### src/rtl/trigger_network_controller.sv
// Network-level scheduler for a group of trigger blocks. It fans out a one-cycle
// start, closes the sleep/sync barriers combinationally, and merges per-actor done.
module trigger_network_controller #(
   parameter int NUM_ACTORS = 4,
   parameter int CNT_W      = 32
) (
   input  logic                  ap_clk,
   input  logic                  ap_rst_n,
   input  logic                  ap_start,
   input  logic [NUM_ACTORS-1:0] actor_enable,
   input  logic [NUM_ACTORS-1:0] trig_sleep,
   input  logic [NUM_ACTORS-1:0] trig_sync_exec,
   input  logic [NUM_ACTORS-1:0] trig_sync_wait,
   input  logic [NUM_ACTORS-1:0] trig_done,
   output logic [NUM_ACTORS-1:0] trig_start,
   output logic                  all_sleep,
   output logic                  all_sync,
   output logic                  all_sync_wait,
   output logic                  ap_done,
   output logic                  ap_ready,
   output logic                  ap_idle,
   output logic [CNT_W-1:0]      sync_rounds,
   output logic [CNT_W-1:0]      busy_cycles
);

   typedef enum logic [1:0] {
      ST_IDLE  = 2'd0,
      ST_START = 2'd1,
      ST_RUN   = 2'd2,
      ST_DONE  = 2'd3
   } state_t;

   localparam logic [CNT_W-1:0] CNT_ONE = {{(CNT_W-1){1'b0}}, 1'b1};

   state_t                  state_reg, state_next;
   logic [NUM_ACTORS-1:0]   mask_reg;
   logic [NUM_ACTORS-1:0]   done_seen_reg, done_seen_next;
   logic                    all_sync_reg;
   logic [CNT_W-1:0]        sync_rounds_reg, busy_cycles_reg;
   logic                    in_run, accept, count_round;

   logic [NUM_ACTORS-1:0]   sleep_ok, sync_ok, wait_ok, done_ok;

   // A disabled actor is treated as permanently satisfying every barrier and done.
   genvar gi;
   generate
      for (gi = 0; gi < NUM_ACTORS; gi++) begin : g_actor
         assign sleep_ok[gi] = trig_sleep[gi] | ~mask_reg[gi];
         assign sync_ok[gi]  = trig_sync_exec[gi] | trig_sync_wait[gi] | ~mask_reg[gi];
         assign wait_ok[gi]  = trig_sync_wait[gi] | ~mask_reg[gi];
         assign done_ok[gi]  = done_seen_next[gi] | ~mask_reg[gi];
      end
   endgenerate

   assign in_run        = (state_reg == ST_RUN);
   assign accept        = (state_reg == ST_IDLE) && ap_start;
   assign all_sleep     = in_run & (&sleep_ok);
   assign all_sync      = in_run & (&sync_ok);
   assign all_sync_wait = in_run & (&wait_ok);
   // Count only the first cycle of a resuming barrier; the terminating one is excluded.
   assign count_round   = all_sync & ~all_sync_wait & ~all_sync_reg;

   assign done_seen_next = done_seen_reg | (in_run ? trig_done : '0);

   always_comb begin
      state_next = state_reg;
      unique case (state_reg)
         ST_IDLE:  if (ap_start) state_next = ST_START;
         ST_START: state_next = (mask_reg != '0) ? ST_RUN : ST_DONE;
         ST_RUN:   if (&done_ok) state_next = ST_DONE;
         ST_DONE:  state_next = ST_IDLE;
         default:  state_next = ST_IDLE;
      endcase
   end

   always_ff @(posedge ap_clk or negedge ap_rst_n) begin
      if (!ap_rst_n) begin
         state_reg       <= ST_IDLE;
         mask_reg        <= '0;
         done_seen_reg   <= '0;
         all_sync_reg    <= 1'b0;
         sync_rounds_reg <= '0;
         busy_cycles_reg <= '0;
      end else begin
         state_reg    <= state_next;
         all_sync_reg <= all_sync;
         if (accept) begin
            mask_reg        <= actor_enable;
            done_seen_reg   <= '0;
            sync_rounds_reg <= '0;
            busy_cycles_reg <= '0;
         end else begin
            done_seen_reg <= done_seen_next;
            if (count_round && sync_rounds_reg != '1)
               sync_rounds_reg <= sync_rounds_reg + CNT_ONE;
            if (state_reg != ST_IDLE && busy_cycles_reg != '1)
               busy_cycles_reg <= busy_cycles_reg + CNT_ONE;
         end
      end
   end

   assign trig_start  = (state_reg == ST_START) ? mask_reg : '0;
   assign ap_done     = (state_reg == ST_DONE);
   assign ap_ready    = ap_done;
   assign ap_idle     = (state_reg == ST_IDLE);
   assign sync_rounds = sync_rounds_reg;
   assign busy_cycles = busy_cycles_reg;

endmodule

### config.mk
export PLATFORM = sky130hd
export DESIGN_NAME = trigger_network_controller
export DESIGN_NICKNAME = d
export VERILOG_FILES = /design/src/rtl/trigger_network_controller.sv
export SDC_FILE = /design/constraint.sdc
export NUM_CORES = 1
export LEC_CHECK = 0
export CORE_MARGIN = 4
export CORE_UTILIZATION = 41
export DETAILED_ROUTE_END_ITERATION = 8
export PLACE_DENSITY = 0.77
export SLEW_MARGIN = 20
export SYNTH_ARGS = -nofsm -noshare
export SYNTH_HDL_FRONTEND = slang
export SYNTH_SLANG_ARGS = --single-unit
### constraint.sdc
create_clock -name ap_clk -period 2.5 [get_ports ap_clk]
set_input_delay 0.25 -clock ap_clk [delete_from_list [all_inputs] [get_ports ap_clk]]
set_output_delay 0.25 -clock ap_clk [all_outputs]
set_load 0.1 [all_outputs]
# Word-level counts from Yosys, hierarchy flattened
# Cells that the tools add are included.
dict set report op_classes {
  addsub 2
  eq_ne 7
  muxes 11
  bitwise 32
  n_reduce_logical 13
}
# cell n
set op_table {}
lappend op_table {{32-bit 2-to-1 mux} 4}
lappend op_table {{32-bit by 1-bit adder with 32-bit output, second input constant} 2}
lappend op_table {{32-bit != test, second input constant} 2}
lappend op_table {{1-bit OR} 20}
lappend op_table {{4-bit AND reduction} 4}
lappend op_table {{4-bit 2-to-1 mux} 3}
lappend op_table {{2-bit case mux with 4 select lines} 1}
lappend op_table {{1-bit inverter} 6}
lappend op_table {{2-bit nonzero test} 3}
lappend op_table {{1-bit bitwise AND} 5}
lappend op_table {{2-bit == test, second input constant} 2}
lappend op_table {{2-bit 2-to-1 mux} 2}
lappend op_table {{4-bit OR} 1}
lappend op_table {{4-bit nonzero test} 1}
lappend op_table {{1-bit logical AND} 3}
lappend op_table {{2-bit by 1-bit == test with 1-bit output, second input constant} 1}
lappend op_table {{2-bit logical NOT} 1}
lappend op_table {{2-bit by 1-bit != test with 1-bit output, second input constant} 1}
lappend op_table {{2-bit != test, second input constant} 1}
lappend op_table {{2-bit AND reduction} 1}
lappend op_table {{1-bit 2-to-1 mux} 1}
dict set report word_totals {
  register_bits 75
  in_bits 23
  out_inout_bits 74
}

# Depth between registers and ports, before layout
# Gate-level depths: netlist of the first run.
dict set report logic_depth {
  depth_word 10
  mapped_depth 9
  ltp_nobuf 8
}

# Worst setup path before layout of the first run
# No wires, ideal clock.
dict set report synth_timing {
  kind {register -> output}
  from {register state_reg[0]}
  to {output all_sleep}
  arrival_ps 2925
  slack_ps -675
  stages_incl_launch_ff 6
  path_buffers 1
  path_cell_list {dfrtp_1 > inv_1 > ha_1 > buf_2 > o21ai_0 > nor3_1}
}
dict set report synth_via {
  elab_chain_len 2
}
# element line_no
set synth_lines {}
lappend synth_lines {{start, declared} 35} ;# state_t state_reg, state_next;
lappend synth_lines {{start signal, assigned} 85} ;# state_reg <= state_next;
lappend synth_lines {{2-bit == test} 55} ;# assign in_run = (state_reg == ST_RUN);
lappend synth_lines {{1-bit bitwise AND} 57} ;# assign all_sleep = in_run & (&sleep_ok);
lappend synth_lines {{end, declared} 16} ;# output logic all_sleep,
# No other way between the ends.

# Worst setup path in the final report of the first run
dict set report layout_timing {
  from {register state_reg[0]}
  to {register sync_rounds_reg[26], in the netlist sync_rounds[26]}
}
dict set report layout_via {
  elab_chain_len 7
  word_cells_on_any_way 11
  cone_classes {eq/ne: 1; mux: 1; bitwise: 5; reduce/logical: 4}
}
# element line_no
set layout_lines {}
lappend layout_lines {{2-bit == test} 55}
lappend layout_lines {{1-bit bitwise AND} 59} ;# assign all_sync_wait = in_run & (&wait_ok);
lappend layout_lines {{1-bit inverter} 61} ;# assign count_round = all_sync & ~all_sync_wait & ~all_sync_reg;
lappend layout_lines {{1-bit bitwise AND (2 in a row)} 61}
lappend layout_lines {{1-bit logical AND} 94} ;# if (count_round && sync_rounds_reg != '1)
lappend layout_lines {{2-bit nonzero test (no source line)} n/a}
lappend layout_lines {{end signal, assigned} 95} ;# sync_rounds_reg <= sync_rounds_reg + CNT_ONE;
lappend layout_lines {{end, declared} 39} ;# logic [CNT_W-1:0] sync_rounds_reg, busy_cycles_reg;
# Several ways; a longest one is shown, not always the timed one.
# A chain may end at the register's enable or synchronous reset.

==> flow_metrics.tcl, run 1 <==
set metrics [dict create \
    hold_violations 0 \
    drv.max_cap_violation_count 0 \
    place_congestion 0.874 \
    fin_util_pct 55.1 \
    p_int_mw 2.45 \
    cts_resized 0 \
    antenna_cells 0 \
    ys_warn_count 0 \
    clk_pin_slew_ns 0.08 \
    regArea_sq_um 1910 \
    hold_slack_ns 0.0390 \
    syn-num-nets 476 \
    drc_errors 0 \
    num_io_pins 97 \
    port_buffers 96 \
    ys_ff_latch 75 \
    vias_per_cell 5.44 \
    status "finished, final reports clean" \
    die_area_sq_um 11600 \
    htree_levels 3 \
    synth.top_cell.area_share_pct 46.2 \
    cts_made_buffers 9 \
    endpoint_kind "flop" \
    layout_commonest_cell "buf_4" \
    start_util_pct 41.8 \
    syn_inst 447 \
    ys_async_sr_fraction_pct 100 \
    first_iter_violations 127 \
    fin_worst_skew_ns 0.0107 \
    fp.dieW_um 108 \
    num_rows 36 \
    num-nets-final 585 \
    cts_tree "yes" \
    dr.pass1.iters 4 \
    worstPathRequired_ns 2.77 \
    netlist_area_sq_um 4060 \
    netlist-cell-type-count 51 \
    seq_area_frac_synth_pct 46.2 \
    p_clk_share_pct 20.3 \
    track_usage_pct 18.9 \
    peakVddDrop_v 0.00118 \
    arrival_ns 2.44 \
    grt_pass1_wl_um 17700 \
    final_layout_size_suffix_gt1_share_pct 27.5 \
    p_leak_nw 2.33 \
    area_growth_pct 31.8 \
    max_stage_delay_ns 0.42 \
    placed_cells 678 \
    avgSynthCellArea_sq_um 9.09 \
    hold_path.class "input port to asynchronous set/reset pin" \
    cts_buffer_depth 2 \
    cp_cell_sequence "inv_2, ha_4, o21ai_4, nor3_4, buf_4, nand4_2, or3_1, a21oi_1" \
    tns_ns 0 \
    holdBufCountCts 0 \
    antenna_found_initial 0 \
    final_max_slew_viol_count 0 \
    final.period_utilization_pct 86.6 \
    multi_input_comb_area_sq_um 2120 \
    grt_pass1_vias 3706 \
    fin_crit_ns 2.17 \
    postCtsSetupBuffers 0 \
    cts_sinks 75 \
    crit_fanout 10 \
    synth_edf_count 0 \
    p_total_mw 4.62 \
    slew_headroom_pct 36.7 \
    timing.critical_path.buf_inv 2 \
    cp-start-kind "flop" \
    tightestPinTransition_ns 0.950 \
    setup_viol 0 \
    grt_max_degree 76 \
    p_comb_share_pct 46.3 \
    overflow 0 \
    layout_common_cells "buf_4 (87), dfrtp_1 (48), nand2_1 (47), o21ai_0 (44), nor2_1 (38)" \
    drtAntennaViolNets 0 \
    n_fill_cell 923 \
    p_seq_share_pct 33.3 \
    hpwl_um 7740 \
    synth_area_leader_cell "dfrtp_1" \
    max_freq_mhz 462 \
    worstSkewPairLatency_ns 0.35 \
    rsz0062_at_grt "false" \
    p_switching_mw 2.16 \
    cp_slowest_cell "dfrtp_1" \
    vias 3773 \
    criticalPathCategory "flop to flop" \
    layoutNonFillerInstCount 694 \
    swShare_pct 46.9 \
    wl_per_cell_um 15.2 \
    core_area_sq_um 9730 \
    root_buffer "clkbuf_8" \
    routed_wl_um 10500 \
    ys.flop_type "dfrtp_1" \
    power-per-cell-area_nw_per_um2 862 \
    synthTopCellsByArea "dfrtp_1 (46%), o21ai_0 (5.5%), nand2_1 (4.3%)" \
    critPathTopFamily "simple AND/OR/NAND/NOR gates" \
    die_h_um 108 \
]
==> final timing paths <==
check / startpoint / end / slack (ns) / depth (start not counted)
worst max-delay path: state_reg[0] / sync_rounds[26] / 0.33 / 8
worst min-delay path: ap_rst_n / sync_rounds[13] / 0.04 / 1
worst max register to register: state_reg[0] / sync_rounds[26] / 0.33 / 8
worst min register to register: done_seen_reg[1] / done_seen_reg[1] / 0.49 / 2
max in group asynchronous: ap_rst_n / busy_cycles[11] / 1.77 / 1
min in group ap_clk: actor_enable[3] / mask_reg[3] / 0.44 / 3
==> area by class of cell <==
| cell class | count | area share (%) |
|---|---|---|
| clock buffers | 11 | 2.64 |
| clock inverters | 5 | 0.981 |
| inverters | 12 | 0.841 |
| multi-input cells | 347 | 39.5 |
| flip-flops and latches | 75 | 35.7 |
| well taps | 133 | 3.11 |
| repair buffers | 111 | 17.2 |
==> metal layers <==
metal / part of all wire, % / track usage, % / vias to the layer above
met2: 52 / 33.3 / 103
met3: 5.9 / 4.68 / 8
met1: 42 / 23.2 / 1829
met5: 0 / 0 / -
li1: - / - / 1833
met4: 0.70 / 4.60 / 0
==> Yosys cell counts (2+ instances only) <==
cell	instances
a22oi_1	2
inv_1	12
nand4_1	19
dfrtp_1	75
nand4_2	5
or3_1	26
a31oi_1	4
nand2_1	47
nand3_1	26
a21oi_1	32
nor2_1	38
o22ai_1	2
buf_2	2
nor3_1	5
and4_1	3
o31ai_1	3
clkbuf_1	10
or4_1	4
xnor2_1	12
and2_1	10
nor4_1	4
nor3b_1	2
and3_1	8
nand2b_1	4
nor2b_1	2
o21ai_0	45
ha_1	6
mux2i_1	2
xor2_1	15
==> power groups by stage <==
stage | logic [mW] | clock network (mW) | registers, mW
2_1_floorplan | 1.16 | 0 | 1.94
3_3_place_gp | 2.11 | 0 | 1.56
3_5_place_dp | 2.15 | 0 | 1.56
4_1_cts | 2.16 | 0.973 | 1.54
5_1_grt | 2.26 | 1.02 | 1.56
6_report | 2.14 | 0.939 | 1.54
==> through the flow <==
step                instance area [sq um]  setup slack [ns]
detailed placement                   5160             0.126
CTS                                  5360             0.327
floorplan                            4130            -0.432
global placement                     5160             0.187
finish                               5360             0.334
global route                         5360             0.140
==> cells by family (layout without fill, tap and decap cells) <==
kind of cell,Yosys count,in the layout,synth area share [%]
flip-flops,75,75,46.2
XOR/XNOR,27,27,5.82
buffers and inverters,25,139,2.46
AO/OA/AOI/OAI,99,99,13.9
AND/OR/NAND/NOR,212,212,29.0
adder cells (fa/ha/maj),6,6,1.85
multiplexers,3,3,0.770
Power figures use the tool's default switching activity.
==> run 2: changes to the inputs <==
PLACE_DENSITY = 0.8   (was 0.77)
clock period = 1.9 ns   (was 2.5 ns; I/O delays follow)
==> run 2 against run 1 <==
- the run now ends with negative setup slack left
- non-clock buffer count is 127 higher
- die area unchanged
- sequential power rose by 29%
- global-route usage rose by 4.1 points
- count of clock-buffer cells in the layout is 1 lower
- largest cell class unchanged
==> flow_metrics.tcl, run 2 (synthesis gave the netlist of run 1 again) <==
set metrics [dict create \
    status "finished with violations" \
    violations "negative setup slack" \
    cts_buffer_depth 2 \
    max_freq_mhz 489 \
    clk_pin_slew_ns 0.09 \
    criticalPathCategory "flop to flop" \
    cts_sinks 75 \
    wl_per_cell_um 18.8 \
    regToRegSetupSlack_ns -0.15 \
    slew_headroom_pct 64.3 \
    cp-start-kind "flop" \
    grt_max_degree 46 \
    rr_worst_depth 7 \
    cp_cell_sequence "ha_4, buf_8, buf_6, a21oi_4, nand4_1, or4_4, a21oi_2" \
    drtAntennaViolNets 0 \
    final_layout_size_suffix_gt1_share_pct 49.7 \
    peakVddDrop_v 0.00112 \
    fin_area_sq_um 6940 \
    routed_wl_um 15400 \
    setup_ws_ns -0.147 \
    num-nets-final 714 \
    cts_made_buffers 9 \
    track_usage_pct 23.0 \
    fin_crit_ns 2.05 \
    dr.pass1.iters 5 \
    num_rows 36 \
    arrival_ns 2.33 \
    place_congestion 0.861 \
    rsz0062_at_grt "true" \
    crit_fanout 6 \
    final_max_slew_viol_count 0 \
    overflow 0 \
    p_leak_nw 3.11 \
    rr_endpoint "sync_rounds[10]" \
    drv.max_cap_violation_count 0 \
    area_growth_pct 70.7 \
    drc_errors 0 \
    die_area_sq_um 11600 \
    power-per-cell-area_nw_per_um2 1050 \
    hold_path.class "input port to asynchronous set/reset pin" \
    antenna_cells 0 \
    grt_pass1_vias 4449 \
    first_iter_violations 263 \
    root_buffer "clkbuf_8" \
    worstPathRequired_ns 2.19 \
    setup_viol 28 \
    layout_common_cells "buf_4 (184), nand2_1 (45), dfrtp_1 (40), o21ai_0 (37), nor2_1 (36)" \
    htree_levels 3 \
    tightestPinTransition_ns 0.531 \
    num_io_pins 97 \
    vias_per_cell 5.69 \
    fin_worst_skew_ns 0.0118 \
    antenna_found_initial 0 \
    final.period_utilization_pct 108 \
    endpoint_kind "flop" \
    layout_commonest_cell "buf_4" \
    rr_startpoint "state_reg[1]" \
    cts_tree "yes" \
    max_stage_delay_ns 0.57 \
    post_dp_cell_area_sq_um 6000 \
    port_buffers 96 \
    core_area_sq_um 9730 \
    cp_slowest_cell "or4_4" \
    fp.dieW_um 108 \
    grt_pass1_wl_um 21500 \
    hold_violations 0 \
    vias 4685 \
    hpwl_um 9270 \
    start_util_pct 41.8 \
    worstSkewPairLatency_ns 0.35 \
    fin_util_pct 71.3 \
    tns_ns -1.74 \
    die_h_um 108 \
]
[run 2: cell types whose count changed in the layout (fill, tap and decap cells not counted), sizes merged]
cell	previous run	this run
buf	90	216
bufinv	1	0
clkbuf	11	10
clkinv	3	4
dlygate4sd3	0	1
inv	12	13
nand4	25	27
[run 2: what timing repair did]
item,in CTS,in global routing
gates cloned,0,3
pin swaps,13,46
endpoints found under the setup margin,42,51
hold buffers,1,0
gates resized for setup,34,67
buffers inserted,8,26
endpoints found under the hold margin,75,0
[run 2: per-stage QoR]
| step | power, mW | worst slack [ns] | hold WS, ns | cells |
|---|---|---|---|---|
| 6_report | 7.25 | -0.147 | 0.220 | 823 |
| 5_1_grt | 7.56 | -0.266 | 0.216 | 823 |
| 4_1_cts | 6.73 | -0.0210 | 0.222 | 794 |
| 3_5_place_dp | 5.45 | -0.383 | 0.0491 | 769 |
| 3_3_place_gp | 5.36 | -0.297 | 0.0456 | 769 |
| 2_1_floorplan | 4.08 | -1.13 | -0.106 | 447 |
[run 2: per-layer routing]
| metal | part of all wire (%) | global-route usage (%) | up-vias |
|---|---|---|---|
| met1 | 37 | 28.2 | 2282 |
| met4 | 4.1 | 5.23 | 0 |
| li1 | - | - | 2097 |
| met2 | 53 | 41.3 | 235 |
| met5 | 0 | 0 | - |
| met3 | 5.7 | 4.86 | 71 |
[run 2: final cells by class]
type | count | area [sq um]
Clock buffer | 10 | 138
Clock inverter | 6 | 40.0
Fill cell | 689 | 2790
Inverter | 12 | 45.0
Multi-Input combinational cell | 349 | 2540
Sequential cell | 75 | 1940
Tap cell | 133 | 166
Timing Repair Buffer | 238 | 2070
[run 2: power breakdown]
part	internal (mW)	switching (mW)	total [mW]	leakage, nW
clock network	0.510	0.640	1.15	0.0924
registers	1.80	0.175	1.98	0.963
logic	1.60	2.52	4.12	2.05
[run 2: worst max-delay path: cells and delay by family (launching register included)]
kind            cells  cell delay [ns]
compound gates      2             0.29
fa+ha+maj           1             0.21
buf+inv             2             0.25
flops               1             0.43
simple gates        2             0.80
[run 2: worst max-delay path by stage]
stage	end	depth (start not counted)	from	slack, ns
after global placement	sync_rounds[19]	8	trig_sync_wait[1]	-0.30
after detailed placement	sync_rounds[28]	8	trig_sync_wait[1]	-0.38
final	sync_rounds[10]	7	state_reg[1]	-0.15
after floorplan	sync_rounds[10]	8	state_reg[0]	-1.13
after CTS	sync_rounds[16]	8	state_reg[1]	-0.02
after global routing	sync_rounds[6]	9	state_reg[0]	-0.27
